==> config.mk <==
export PLATFORM = sky130hd
export DESIGN_NAME = elevator_dispatcher
export DESIGN_NICKNAME = d
export VERILOG_FILES = /design/src/rtl/elevator_dispatcher.sv
export SDC_FILE = /design/constraint.sdc
export NUM_CORES = 1
export LEC_CHECK = 0
export CAP_MARGIN = 20
export CORE_UTILIZATION = 40
export DETAILED_ROUTE_END_ITERATION = 7
export PLACE_DENSITY = 0.71
export SLEW_MARGIN = 20
export SYNTH_ARGS = -nofsm -noshare
export SYNTH_HDL_FRONTEND = slang
export SYNTH_SLANG_ARGS = --single-unit
==> constraint.sdc <==
create_clock -name clk -period 11.21 [get_ports clk]
set_input_delay 2.242 -clock clk [delete_from_list [all_inputs] [get_ports clk]]
set_output_delay 2.242 -clock clk [all_outputs]
set_load 0.03 [all_outputs]
==> src/rtl/elevator_dispatcher.sv <==
// Two-car hall-call dispatcher: latches buttons, round-robin picks a floor, offers it to the nearest eligible car.
// Latency: button at edge k -> pending at k, SELECT at k+1, target_valid from k+2.
// Backpressure: an offer is held until target_ack or ACK_TIMEOUT cycles, then withdrawn and retried.
module elevator_dispatcher #(
    parameter int unsigned ACK_TIMEOUT = 8
) (
    input  logic       clk,
    input  logic       reset,
    input  logic [4:0] buttons,
    input  logic [2:0] car_floor0,
    input  logic [2:0] car_floor1,
    input  logic [1:0] car_idle,
    input  logic [1:0] target_ack,
    input  logic [1:0] done,
    output logic [1:0] target_valid,
    output logic [2:0] target_floor0,
    output logic [2:0] target_floor1,
    output logic [4:0] pending
);

    typedef enum logic [1:0] {IDLE, SELECT, OFFER} state_t;

    localparam logic [3:0] TMO_LAST = 4'(ACK_TIMEOUT - 1);

    state_t     state, state_nxt;
    logic [4:0] assigned, assigned_nxt;
    logic [1:0] has_target, has_target_nxt;
    logic [2:0] car_target0, car_target1;
    logic [2:0] rr_ptr;
    logic       prio;
    logic [2:0] off_floor;
    logic       off_car;
    logic [3:0] tmo_cnt;

    logic [4:0] served, dispatchable;
    logic [1:0] eligible;
    logic [3:0] probe;
    logic       found;
    logic [2:0] sel_floor, dist0, dist1;
    logic       sel_car;
    logic       ack_hit, timeout_hit;

    assign dispatchable = pending & ~assigned;
    assign eligible[0]  = car_idle[0] & ~has_target[0] & (car_floor0 <= 3'd4);
    assign eligible[1]  = car_idle[1] & ~has_target[1] & (car_floor1 <= 3'd4);

    always_comb begin
        served = '0;
        if (done[0] && has_target[0]) served[car_target0] = 1'b1;
        if (done[1] && has_target[1]) served[car_target1] = 1'b1;
    end

    // Round-robin search starts one floor past the last accepted target.
    always_comb begin
        found     = 1'b0;
        sel_floor = '0;
        probe     = '0;
        for (int i = 1; i <= 5; i++) begin
            probe = {1'b0, rr_ptr} + 4'(i);
            if (probe > 4'd4) probe = probe - 4'd5;
            if (!found && dispatchable[probe[2:0]]) begin
                found     = 1'b1;
                sel_floor = probe[2:0];
            end
        end
    end

    always_comb begin
        dist0 = (car_floor0 > sel_floor) ? car_floor0 - sel_floor : sel_floor - car_floor0;
        dist1 = (car_floor1 > sel_floor) ? car_floor1 - sel_floor : sel_floor - car_floor1;
        if (eligible == 2'b11) begin
            if (dist0 < dist1)      sel_car = 1'b0;
            else if (dist1 < dist0) sel_car = 1'b1;
            else                    sel_car = prio;
        end else begin
            sel_car = ~eligible[0];
        end
    end

    assign ack_hit     = (state == OFFER) && target_ack[off_car];
    assign timeout_hit = (state == OFFER) && !ack_hit && (tmo_cnt == TMO_LAST);

    always_comb begin
        state_nxt = state;
        case (state)
            IDLE:    if (|dispatchable && |eligible) state_nxt = SELECT;
            SELECT:  state_nxt = (found && |eligible) ? OFFER : IDLE;
            OFFER:   if (ack_hit || timeout_hit) state_nxt = IDLE;
            default: state_nxt = IDLE;
        endcase
    end

    always_comb begin
        assigned_nxt   = assigned & ~served;
        has_target_nxt = has_target & ~done;
        if (ack_hit) begin
            assigned_nxt[off_floor] = 1'b1;
            has_target_nxt[off_car] = 1'b1;
        end
    end

    always_ff @(posedge clk or negedge reset) begin
        if (!reset) begin
            state       <= IDLE;
            pending     <= '0;
            assigned    <= '0;
            has_target  <= '0;
            car_target0 <= '0;
            car_target1 <= '0;
            rr_ptr      <= 3'd4;
            prio        <= 1'b0;
            off_floor   <= '0;
            off_car     <= 1'b0;
            tmo_cnt     <= '0;
        end else begin
            state      <= state_nxt;
            pending    <= (pending & ~served) | buttons;
            assigned   <= assigned_nxt;
            has_target <= has_target_nxt;
            if (state == SELECT) begin
                off_floor <= sel_floor;
                off_car   <= sel_car;
                tmo_cnt   <= '0;
            end else if (state == OFFER) begin
                tmo_cnt <= tmo_cnt + 4'd1;
            end
            if (ack_hit) begin
                if (off_car) car_target1 <= off_floor;
                else         car_target0 <= off_floor;
                rr_ptr <= off_floor;
                prio   <= ~off_car;
            end else if (timeout_hit) begin
                prio <= ~off_car;
            end
        end
    end

    assign target_valid  = (state == OFFER) ? (off_car ? 2'b10 : 2'b01) : 2'b00;
    assign target_floor0 = (state == OFFER && !off_car) ? off_floor : 3'd0;
    assign target_floor1 = (state == OFFER &&  off_car) ? off_floor : 3'd0;

endmodule

==> impl_metrics.yaml <==
sta:
  fmax_mhz: 176.3
  finalCritPeriodShare: 0.5061
  final-setup-viol-count: 0
  holdWs_ns: 0.5070
  finalSetupTns_ns: 0
  finalClockSkew_ns: 0.004054
  finalMaxSlewViolations: 0
  rsz0062_at_grt: "no"
  slew_headroom: 0.5102
  fin_crit_ns: 5.673
  worst-slew-pin-transition_ns: 0.7347
  hold_violations: 0
detailed_routing:
  first_pass_iters: 4
  wirelength_mm: 7.643
  postRouteAntennaNets: 0
  vias_per_cell: 5.766
  vias: 2762
  wl_per_cell_um: 15.96
  dr.first_iter.drc_count: 170
  drcViolationCount: 0
finish:
  fin_util: 0.4905
  regArea_um2: 802.0
  n_antenna_cell: 0
  area_delta_synth_final_pct: 17.20
  drive_gt1_frac: 0.08947
  nets: 430
  multi_input_area_um2: 2147
  fillCellCount: 707
global_routing:
  grt_pass1_wl_mm: 12.68
  grt_usage: 0.1902
  grt_pass1_vias: 2696
  grt_overflow: 0
  use_met1: 0.2500
  antenna_found_initial: 0
  top_usage_layer: "met2"
  grtUsageMet3: 0.02538
  met2_usage: 0.3276
  grt_max_degree: 33
clock_network:
  worstSkewPairLatency_ns: 0.28
  post_cts_resized: 0
  postCtsSetupRepairBufs: 0
  clock_sinks: 32
  clockBufferDepth: 2
  clk_pin_slew_ns: 0.07
  cts_hold_buf: 0
  htreeDepth: 2
  cts_buffers: 5
  cts.root.buffer_cell: "clkbuf_8"
  cts_tree: "done"
synth:
  ys_top_cells_by_count: "dfrtp_1 (31), ha_1 (28), nand2_1 (26), inv_1 (25), nor2_1 (23)"
  ys.flop_type: "dfrtp_1"
  synth_nets: 400
  synthesis.yosys.warnings: 0
  synth.top_cell.area_share: 0.2515
  postSynthAreaPerCell_um2: 8.837
  synth_most_common_cell: "dfrtp_1"
  ys_ff_latch: 32
  yosysSeqAreaShare: 0.2600
  async_flop_share: 1.000
  yosys.area.top_type: "dfrtp_1"
  synth_edf_count: 0
  syn_inst: 349
  netlist_area_um2: 3084
  synthTopCellsByArea: "dfrtp_1 (25%), ha_1 (11%), mux2_2 (4.4%)"
  synth_cell_type_count: 69
floorplan:
  die_y_um: 89.81
  ios: 32
  design.die.area_um2: 8066
  core_area_um2: 7370
  die_w_um: 89.81
  initial_core_util: 0.4185
  rows: 31
worst_setup_path:
  critPathTopFamily: "compound AO/OA/AOI/OAI gates"
  start_kind: "register"
  cp.required_ns: 11.37
  crit_type: "reg2reg"
  end_kind: "register"
  path_buf_inv: 3
  critPathSlowestCell: "dfrtp_1"
  crit_arrival_ns: 5.83
  slowest_delay_ns: 0.82
  cp_max_fo: 24
  path_cells: "inv_2 > ha_1 > nor2b_1 > o21ai_0 > a211o_1 > nand3_1 > nor3_4 > a221oi_1 > inv_1 > ha_1 > inv_1 > a21o_1 > a21oi_1 > a31oi_1 > mux2_2 > ha_1 > a21o_1 > a21oi_1 > a41oi_1 > nor2_1 > o21ai_0 > o21ai_0"
outcome:
  status: "finished clean"
place:
  gp_congestion: 0.8544
  io_buffers: 31
  place_hpwl_mm: 5.782
hold_path:
  hp-class: "reg2reg"
run:
  cap_violations: 0
[path summary, 6_finish.rpt]
check	from	to	slack, ns	depth (start not counted)
hold / removal	assigned[4]	assigned[4]	0.51	2
setup / recovery	rr_ptr[0]	off_car	5.54	22
hold reg to reg	assigned[4]	assigned[4]	0.51	2
max in group asynchronous	reset	rr_ptr[2]	8.53	2
min in group asynchronous	reset	car_target0[0]	2.34	2
setup reg to reg	rr_ptr[0]	off_car	5.54	22
[per-stage QoR]
step	instances	instance area (um2)	setup slack, ns
3_3_place_gp	471	3488	5.795
3_5_place_dp	471	3488	5.634
5_1_grt	479	3615	5.083
2_1_floorplan	349	3084	6.568
6_report	479	3615	5.537
4_1_cts	479	3615	5.599
[registers in the layout (all words and copies together) (netlist names), 2 cells and up]
register,flops
car_target0,3
state,2
rr_ptr,3
tmo_cnt,4
pending,5
off_floor,3
has_target,2
assigned,5
car_target1,3
[placed cells by master (no fill, tap or decap), types with 5 or more instances in the layout]
master	n
nor3b_1	7
nand2_1	26
mux2i_1	13
xnor2_1	7
a21o_1	9
clkdlybuf4s50_1	31
nor3_1	5
ha_1	28
o21ai_0	20
nor2b_1	11
a21oi_1	16
nor2_1	23
inv_1	25
nor4_1	6
clkbuf_8	7
dfrtp_1	31
and3_1	5
nand3_1	9
nand2b_1	7
mux2_2	12
[area by class of cell]
type | count | area share
tap | 99 | 0.03427
sequential | 32 | 0.2219
clock inverter | 1 | 0.008307
clock buffer | 7 | 0.02665
inverter | 26 | 0.02700
multi-input combinational | 282 | 0.5940
timing repair buffer | 32 | 0.08792
[cells by family (layout without fill, tap and decap cells)]
kind of cell,count (synthesis),count (layout),share of synthesized area
buffers and inverters,35,66,0.04381
AND/OR/NAND/NOR,118,118,0.2126
adder cells (fa/ha/maj),32,32,0.1396
flip-flops,32,32,0.2600
XOR/XNOR,9,9,0.02556
multiplexers,26,26,0.09087
AO/OA/AOI/OAI,97,97,0.2276
[per-layer routing]
metal / wire (um) / up-vias
li1: - / 1349
met1: 3478 / 1325
met2: 3672 / 79
met3: 385 / 9
met4: 106 / 0
met5: 0 / -
[worst reg2reg max path, cell delays in order, from the launching register on]
cell and delay [ns]:
dfrtp_1 0.82, inv_2 0.26, ha_1 0.54, nor2b_1 0.36
o21ai_0 0.19, a211o_1 0.32, nand3_1 0.18, nor3_4 0.10
a221oi_1 0.57, inv_1 0.19, ha_1 0.26, inv_1 0.06
a21o_1 0.10, a21oi_1 0.06, a31oi_1 0.25, mux2_2 0.37
ha_1 0.29, a21o_1 0.12, a21oi_1 0.07, a41oi_1 0.16
nor2_1 0.05, o21ai_0 0.14, o21ai_0 0.10
Power is left out: the tool's default activity adds up to more than one toggle a clock period on the data nets, which glitch-free logic cannot reach.
